--- src/rtl/conv_out_pkg.sv ---
// Shared definitions for the convolution output path: default bus widths used by the
// address queue, the output memory and the write sequencer, plus the sequencer state type.
package conv_out_pkg;

  localparam int DEFAULT_ADDR_WIDTH = 32;
  localparam int DEFAULT_DATA_WIDTH = 32;
  localparam int DEFAULT_CNT_WIDTH  = 16;

  typedef enum logic [2:0] {
    IDLE  = 3'd0,
    POP   = 3'd1,
    LATCH = 3'd2,
    DATA  = 3'd3,
    WRITE = 3'd4
  } state_e;

endpackage

--- src/rtl/output_write_sequencer_if.sv ---
// Bundle of the address-queue, result-stream and memory-write signals around the sequencer.
// The master side is the sequencer; the slave side is the queue/MAC/memory environment.
interface output_write_sequencer_if #(
  parameter int ADDR_WIDTH = conv_out_pkg::DEFAULT_ADDR_WIDTH,
  parameter int DATA_WIDTH = conv_out_pkg::DEFAULT_DATA_WIDTH
) ();

  logic                  q_empty;
  logic                  q_pop;
  logic [ADDR_WIDTH-1:0] q_addr;
  logic                  res_valid;
  logic [DATA_WIDTH-1:0] res_data;
  logic                  res_ready;
  logic                  mem_wr_en;
  logic [ADDR_WIDTH-1:0] mem_addr;
  logic [DATA_WIDTH-1:0] mem_wdata;
  logic                  mem_ack;

  modport master (
    input  q_empty, q_addr, res_valid, res_data, mem_ack,
    output q_pop, res_ready, mem_wr_en, mem_addr, mem_wdata
  );

  modport slave (
    output q_empty, q_addr, res_valid, res_data, mem_ack,
    input  q_pop, res_ready, mem_wr_en, mem_addr, mem_wdata
  );

endinterface

--- src/rtl/output_write_sequencer.sv ---
// Pops one output address, pairs it with the next MAC result and issues one acknowledged
// write to the output feature-map memory; counts completed writes.
module output_write_sequencer
  import conv_out_pkg::*;
#(
  parameter int ADDR_WIDTH = DEFAULT_ADDR_WIDTH,
  parameter int DATA_WIDTH = DEFAULT_DATA_WIDTH,
  parameter int CNT_WIDTH  = DEFAULT_CNT_WIDTH
) (
  input  logic                 clk,
  input  logic                 rst,
  output_write_sequencer_if.master bus,
  output logic                 busy,
  output logic [CNT_WIDTH-1:0] wr_count
);

  state_e                state;
  state_e                state_next;
  logic                  q_pop_r;
  logic                  res_ready_r;
  logic                  mem_wr_en_r;
  logic [ADDR_WIDTH-1:0] addr_reg;
  logic [DATA_WIDTH-1:0] data_reg;

  // NOTE: the default assignment up front keeps this block free of inferred latches.
  always_comb begin
    state_next = state;
    unique case (state)
      IDLE:    if (!bus.q_empty) state_next = POP;
      POP:     state_next = LATCH;
      LATCH:   state_next = DATA;
      DATA:    if (bus.res_valid) state_next = WRITE;
      WRITE:   if (bus.mem_ack) state_next = bus.q_empty ? IDLE : POP;
      default: state_next = IDLE;
    endcase
  end

  // Strobes are registered from the next state so they are pure state decodes
  // with no input-to-output combinational path.
  // NOTE: all sequential state uses non-blocking assignments so every flop samples
  // pre-edge values regardless of statement order.
  always_ff @(posedge clk or posedge rst) begin
    if (rst) begin
      state       <= IDLE;
      q_pop_r     <= 1'b0;
      res_ready_r <= 1'b0;
      mem_wr_en_r <= 1'b0;
      busy        <= 1'b0;
      addr_reg    <= '0;
      data_reg    <= '0;
      wr_count    <= '0;
    end else begin
      state       <= state_next;
      q_pop_r     <= (state_next == POP);
      res_ready_r <= (state_next == DATA);
      mem_wr_en_r <= (state_next == WRITE);
      busy        <= (state_next != IDLE);
      if (state == LATCH) addr_reg <= bus.q_addr;
      if (state == DATA && bus.res_valid) data_reg <= bus.res_data;
      if (state == WRITE && bus.mem_ack) wr_count <= wr_count + CNT_WIDTH'(1);
    end
  end

  assign bus.q_pop     = q_pop_r;
  assign bus.res_ready = res_ready_r;
  assign bus.mem_wr_en = mem_wr_en_r;
  assign bus.mem_addr  = addr_reg;
  assign bus.mem_wdata = data_reg;

endmodule
--- src/flat_wrapper.sv ---
// flat-port wrapper written by rule: the top's interface ports become plain ports
module output_write_sequencer_flat import conv_out_pkg::*;
#(
  parameter int ADDR_WIDTH = DEFAULT_ADDR_WIDTH,
  parameter int DATA_WIDTH = DEFAULT_DATA_WIDTH,
  parameter int CNT_WIDTH  = DEFAULT_CNT_WIDTH
)
  (clk, rst, busy, wr_count, bus_q_empty, bus_q_addr, bus_res_valid, bus_res_data, bus_mem_ack, bus_q_pop, bus_res_ready, bus_mem_wr_en, bus_mem_addr, bus_mem_wdata);
  output_write_sequencer_if #(.ADDR_WIDTH(ADDR_WIDTH), .DATA_WIDTH(DATA_WIDTH)) bus_i ();
  input  logic clk;
  input  logic rst;
  output logic busy;
  output logic [CNT_WIDTH-1:0] wr_count;
  input wire logic [$bits(bus_i.q_empty)-1:0] bus_q_empty;
  input wire logic [$bits(bus_i.q_addr)-1:0] bus_q_addr;
  input wire logic [$bits(bus_i.res_valid)-1:0] bus_res_valid;
  input wire logic [$bits(bus_i.res_data)-1:0] bus_res_data;
  input wire logic [$bits(bus_i.mem_ack)-1:0] bus_mem_ack;
  output wire logic [$bits(bus_i.q_pop)-1:0] bus_q_pop;
  output wire logic [$bits(bus_i.res_ready)-1:0] bus_res_ready;
  output wire logic [$bits(bus_i.mem_wr_en)-1:0] bus_mem_wr_en;
  output wire logic [$bits(bus_i.mem_addr)-1:0] bus_mem_addr;
  output wire logic [$bits(bus_i.mem_wdata)-1:0] bus_mem_wdata;
  assign bus_i.q_empty = bus_q_empty;
  assign bus_i.q_addr = bus_q_addr;
  assign bus_i.res_valid = bus_res_valid;
  assign bus_i.res_data = bus_res_data;
  assign bus_i.mem_ack = bus_mem_ack;
  assign bus_q_pop = bus_i.q_pop;
  assign bus_res_ready = bus_i.res_ready;
  assign bus_mem_wr_en = bus_i.mem_wr_en;
  assign bus_mem_addr = bus_i.mem_addr;
  assign bus_mem_wdata = bus_i.mem_wdata;
  output_write_sequencer #(.ADDR_WIDTH(ADDR_WIDTH), .DATA_WIDTH(DATA_WIDTH), .CNT_WIDTH(CNT_WIDTH)) u_core (.clk(clk), .rst(rst), .bus(bus_i), .busy(busy), .wr_count(wr_count));
endmodule
--- config.mk ---
export PLATFORM = sky130hd
export DESIGN_NAME = output_write_sequencer_flat
export DESIGN_NICKNAME = d
export VERILOG_FILES = /design/src/rtl/conv_out_pkg.sv /design/src/rtl/output_write_sequencer_if.sv /design/src/rtl/output_write_sequencer.sv /design/src/flat_wrapper.sv
export SDC_FILE = /design/constraint.sdc
export NUM_CORES = 1
export LEC_CHECK = 0
export CORE_ASPECT_RATIO = 0.8
export CORE_MARGIN = 2
export CORE_UTILIZATION = 35
export DETAILED_ROUTE_END_ITERATION = 6
export GPL_TIMING_DRIVEN = 0
export PLACE_DENSITY = 0.81
export SETUP_SLACK_MARGIN = 0.3
export SKIP_CTS_REPAIR_TIMING = 1
export SLEW_MARGIN = 40
export SYNTH_ARGS = -nofsm -noshare
export SYNTH_HDL_FRONTEND = slang
export SYNTH_SLANG_ARGS = --single-unit
--- constraint.sdc ---
create_clock -name clk -period 3 [get_ports clk]
set_clock_uncertainty 0.2 [all_clocks]
set_input_delay 0.45 -clock clk [delete_from_list [all_inputs] [get_ports clk]]
set_output_delay 0.45 -clock clk [all_outputs]
set_load 0.03 [all_outputs]
==> results of run 1 <==
==> report_power, final <==
part / internal [uW] / total [uW] / leakage, uW / switching (uW)
combinational: 1480 / 3080 / 0.00106 / 1600
clock: 646 / 1100 / 0.000142 / 458
sequential: 1680 / 1930 / 0.00106 / 255
total: 3810 / 6120 / 0.00226 / 2310
==> registers in the layout, indices dropped and copies added, names as in the netlist <==
signal,flops
u_core.bus.mem_wdata,32
u_core.busy,1
u_core.state,3
u_core.bus.mem_addr,32
u_core.bus.mem_wr_en,1
u_core.bus.res_ready,1
u_core.wr_count,16
u_core.bus.q_pop,1
==> worst max-delay path by stage <==
stage / from / end / depth (start not counted)
global placement: rst / u_core.bus.mem_wdata[16] / 2
detailed placement: bus_mem_ack / u_core.wr_count[14] / 5
CTS: u_core.wr_count[2] / wr_count[2] / 1
floorplan: u_core.wr_count[0] / u_core.wr_count[14] / 5
global route: u_core.wr_count[2] / wr_count[2] / 1
finish: u_core.wr_count[2] / wr_count[2] / 1
==> per-stage QoR <==
stage / hold WS [ns] / area [um^2]
6_report: 0.282 / 5440
4_1_cts: 0.289 / 5440
2_1_floorplan: 0.342 / 3400
5_1_grt: 0.304 / 5440
3_5_place_dp: 0.277 / 5150
3_3_place_gp: 0.265 / 5070
==> per-layer routing <==
layer | global-route usage [%] | vias up
met5 | 0 | -
met4 | 5.79 | 0
met3 | 6.61 | 6
met2 | 24.0 | 86
met1 | 18.9 | 1190
li1 | - | 1132
==> cell type report <==
class / instances / area [um^2] / share of cell area (%)
Clock buffer: 9 / 225 / 4.14
Inverter: 4 / 18.8 / 0.345
Sequential cell: 87 / 2180 / 40.0
Tap cell: 119 / 149 / 2.74
Buffer: 9 / 50.0 / 0.919
Clock inverter: 7 / 72.6 / 1.33
Multi-Input combinational cell: 127 / 1150 / 21.2
Timing Repair Buffer: 155 / 1600 / 29.3
==> cells in the mapped netlist <==
cell        n  area, um^2
nor2_1      3        11.3
nand4b_1    1        8.76
o32a_1      1        10.0
nand2b_1    1        6.26
nor2b_1     1        6.26
nand2_1    12        45.0
xor2_1      4        35.0
nand4_1     7        43.8
buf_2       7        35.0
nor4_1      1        6.26
inv_1       4        15.0
mux2_2     64         721
buf_6       1        11.3
nor2_2      2        12.5
a21oi_1     1        5.00
nor3b_2     1        12.5
ha_1        1        12.5
clkbuf_1    1        3.75
xnor2_1    11        96.3
nor3_1      5        25.0
o41ai_1     2        17.5
or4_4       1        11.3
nand4bb_4   1        27.5
nand3_1     3        15.0
and3_1      3        18.8
nor3b_1     1        7.51
dfrtp_1    87        2180
==> cell families after synthesis <==
family | Yosys count | synth area share [%]
AOI/OAI and AO/OA | 4 | 0.958
buffers and inverters | 13 | 1.91
DFF | 87 | 64.1
adders and majority gates | 1 | 0.368
and+or+nand+nor | 43 | 7.59
muxes | 64 | 21.2
xor gates and xnor gates | 15 | 3.87
==> metrics.txt, run 1 <==
Slew headroom=a little over three fifths; family with the most delay on the worst path=buffers and inverters; CP Capture Type=output pin; R2R setup slack=1.07 ns; Finished Layout Cells=a little over 500; wl on met1=between 3 and 4 mm; DR WL met3=roughly 660 um; status=complete, no violations; final net count=about 460; largest net degree at the start of global routing=27; Critical Path RT=2.35 ns; clk root buf=clkbuf_16; PortBufs=152; Buf/Inv on CP=1; global-route wire length before repair=around 12 mm; worst hold stages=1; Syn Area/Cell=roughly 15 um^2; CTS H-tree depth=3; TNS Setup=0 ns; GRT Residual Overflow=0; Mapped Area=0.00340 mm^2; crit path kind=reg2out; total power=about 6100 uW; most common cell after layout, fill and taps aside=clkdlybuf4s50_1; TritonCTS clock tree=yes; FMAX=around 460 MHz; vias in the first global route=between 2000 and 2500; CP max FO=6; worst hold endpoint=u_core.wr_count[15]; top layer in use=met4; wire length on met2=~3.8 mm; area of the core=between 0.009 and 0.01 mm^2; slowest CP cell=clkdlybuf4s50_1; DP HPWL=around 5.9 mm; Die X=~110 um; routed wire length=7.59 mm; Cells after Synth=about 230; RSZ-0062 raised after global routing=false; dpl cells=~500; Final WS setup=around 0.83 ns; # clock sinks=87; sequential-to-total area share from yosys stat=between 60% and 70%; share of cells above drive strength 1=between 20% and 30%; Die ar.=0.0105 mm^2; syn_nets=about 300; maxcap violations=0; worst slack, placed=roughly 0.65 ns; Antenna Cells=0; initial antenna violation count=0; WL per Instance=~15 um; initial core utilization=about 36%; Yosys Warn Count=0; most frequent cells in the layout=152 x clkdlybuf4s50_1, 87 x dfrtp_1, 64 x mux2_2; via count=approximately 2400; leakage=approximately 0.0023 uW; pwr/cell area=1120 mW/mm^2; vias per cell=around 4.7; worst min path class=reg2reg; Worst Reg-to-Reg Cells=4; DRC=0; Total GRT Usage=between 15 and 20%; Max Root-Sink Buffers=2; hold_sp=u_core.wr_count[15]; FF+latch count, synth=87; Die H=92.1 um; Yosys cell types=27; Final Hold Viols=0; CTS buffer count=9; Clock Latency Late Sink=0.33 ns; Area Growth Syn to Fin=60.3%; Row Count=32; R2R Path End=u_core.bus.mem_addr[0]; final setup vio count=0; Clock transition at path regs=0.06 ns; DRT Pass-1 Iters=4; CP max stage delay=0.72 ns; post-route ant nets=0; Final Slew Violations=0; worst slew pin tran=about 0.56 ns; global placement routability congestion=between 0.7 and 0.8; Worst setup SP type=flop; Filler cells=808; min Tclk post-route=~2.2 ns; worst path cell trace=clkdlybuf4s50_1; RR Startpoint=u_core.state[0]; I/O pin cnt=between 150 and 200; Worst EP arrival=1.52 ns; Final Cycle Share=between 70 and 80%; Max VDD drop=approximately 0.64 mV; drt first-iter violations=between 90 and 100; post-layout util=a little under three fifths
(Power assumes the default switching activity.)
==> run 2: changes to the inputs <==
--- a/config.mk
+++ b/config.mk
@@ -10,7 +10,7 @@
 export CORE_UTILIZATION = 35
 export DETAILED_ROUTE_END_ITERATION = 6
 export GPL_TIMING_DRIVEN = 0
-export PLACE_DENSITY = 0.81
+export PLACE_DENSITY = 0.78
 export SETUP_SLACK_MARGIN = 0.3
 export SKIP_CTS_REPAIR_TIMING = 1
 export SLEW_MARGIN = 40
==> constraint.sdc (replaced) <==
create_clock -name clk -period 2.13 [get_ports clk]
set_clock_uncertainty 0.2 [all_clocks]
set_input_delay 0.3195 -clock clk [delete_from_list [all_inputs] [get_ports clk]]
set_output_delay 0.3195 -clock clk [all_outputs]
set_load 0.03 [all_outputs]
==> run 2 against run 1 <==
  * Power rose by 40%
  * Cell count rose by 1.5%
  * Sequential share of layout area shrank 2.2 points
  * Setup slack got worse by 0.57 ns
  * Global-route usage up 0.23 points
  * Final area up 6.0%
  * First-iteration DRC count decreased by 22%
  * Die area unchanged
  * Core utilization grew 3.4 points
  * Combinational power is 42% higher
  * Via count up 2.0%
  * Largest cell class unchanged
==> metrics.txt, run 2 (synthesis results as in run 1) <==
status=complete, no violations; crit path kind=reg2out; Max Root-Sink Buffers=2; final setup vio count=0; family with the most delay on the worst path=buffers and inverters; most frequent cells in the layout=85 x dfrtp_1, 83 x dlymetal6s2s_1, 69 x clkdlybuf4s50_1; PortBufs=approximately 150; Final Cycle Share=between 80% and 90%; global-route wire length before repair=between 10 and 15 mm; initial antenna violation count=0; area of the core=0.00953 mm^2; via count=between 2000 and 2500; Buf/Inv on CP=1; Slew headroom=about two thirds; R2R setup slack=0.27 ns; Final WS setup=0.260 ns; TritonCTS clock tree=yes; maxcap violations=0; initial core utilization=between 30% and 40%; WL per Instance=roughly 15 um; I/O pin cnt=153; global placement routability congestion=0.767; Worst setup SP type=flop; Antenna Cells=0; Area Growth Syn to Fin=69.8%; GRT Residual Overflow=0; dpl cell area=between 0.005 and 0.006 mm^2; most common cell after layout, fill and taps aside=dfrtp_1; Die X=about 110 um; Critical Path RT=1.61 ns; Clock Latency Late Sink=0.33 ns; post-route cell area=~0.0058 mm^2; pwr/cell area=around 1500 mW/mm^2; Clock transition at path regs=roughly 0.060 ns; CTS buffer count=9; CP Capture Type=output pin; DP HPWL=approximately 6.0 mm; slowest CP cell=clkdlybuf4s50_1; Max VDD drop=roughly 0.9 mV; Row Count=32; RSZ-0062 raised after global routing=true; worst slew pin tran=about 0.5 ns; Die ar.=between 0.01 and 0.015 mm^2; CTS H-tree depth=3; final net count=about 470; vias per cell=around 4.7; CP max FO=2; Final Slew Violations=0; Filler cells=~770; worst path cell trace=clkdlybuf4s50_1; Die H=92.1 um; clk root buf=clkbuf_16; min Tclk post-route=1.87 ns; leakage=between 0.003 and 0.004 uW; # clock sinks=87; final hold slack=0.169 ns; routed wire length=8.00 mm; DRT Pass-1 Iters=4; worst min path class=in2async; drt first-iter violations=around 70; Worst EP arrival=around 1.4 ns; CP max stage delay=~0.67 ns; worst slack, placed=-0.101 ns; Total GRT Usage=approximately 16%; FMAX=535 MHz; share of cells above drive strength 1=27.1%; largest net degree at the start of global routing=27; DRC=0; post-route ant nets=0; vias in the first global route=2565; Final Hold Viols=0
## run 2: cell types whose count changed in the layout (fill, tap and decap cells not counted), moves of 4 or more
cell             previous run  this run
clkbuf_4                    0         4
dlymetal6s2s_1              0        83
clkdlybuf4s50_1           152        69
buf_4                       0         7
buf_2                       7         1
## run 2: routing by layer
metal  routed length, um  track usage, %  vias to the layer above
met2                3940            24.2                       92
li1                    -               -                     1146
met1                3200            18.9                     1212
met3                 702            7.14                       13
met4                 153            6.30                        0
met5                   0               0                        -
## run 2: power breakdown
part           switching, uW  internal [uW]  total (uW)
logic                   2290           2090        4380
clock network            607            846        1450
registers                343           2370        2710
## run 2: per-stage QoR
step	total power [uW]	util (%)	setup TNS, ns	std cells
global placement	7030	53.3	-30.35	498
floorplan	5330	-	0	227
finish	8550	60.5	0	525
global route	9030	60.5	0	525
detailed placement	7170	54.3	-0.370	502
CTS	8670	57.2	0	518
## run 2: path summary, 6_finish.rpt
path,end,startpoint,depth (start not counted)
min in group clk,u_core.wr_count[15],u_core.wr_count[15],1
max reg2reg,u_core.wr_count[14],u_core.state[1],5
max in group asynchronous,u_core.wr_count[1],rst,4
min,u_core.bus.mem_addr[4],rst,2
max,bus_mem_wdata[20],u_core.bus.mem_wdata[20],1
min reg2reg,u_core.wr_count[15],u_core.wr_count[15],1
## run 2: cell type report
type / count / area, um^2 / share of cell area, %
inverter: 4 / 18.8 / 0.325
clock buffer: 12 / 256 / 4.45
buffer: 9 / 73.8 / 1.28
multi-input combinational: 127 / 1190 / 20.6
timing repair buffer: 163 / 1880 / 32.7
tap: 119 / 149 / 2.58
clock inverter: 4 / 20.0 / 0.347
sequential: 87 / 2180 / 37.8
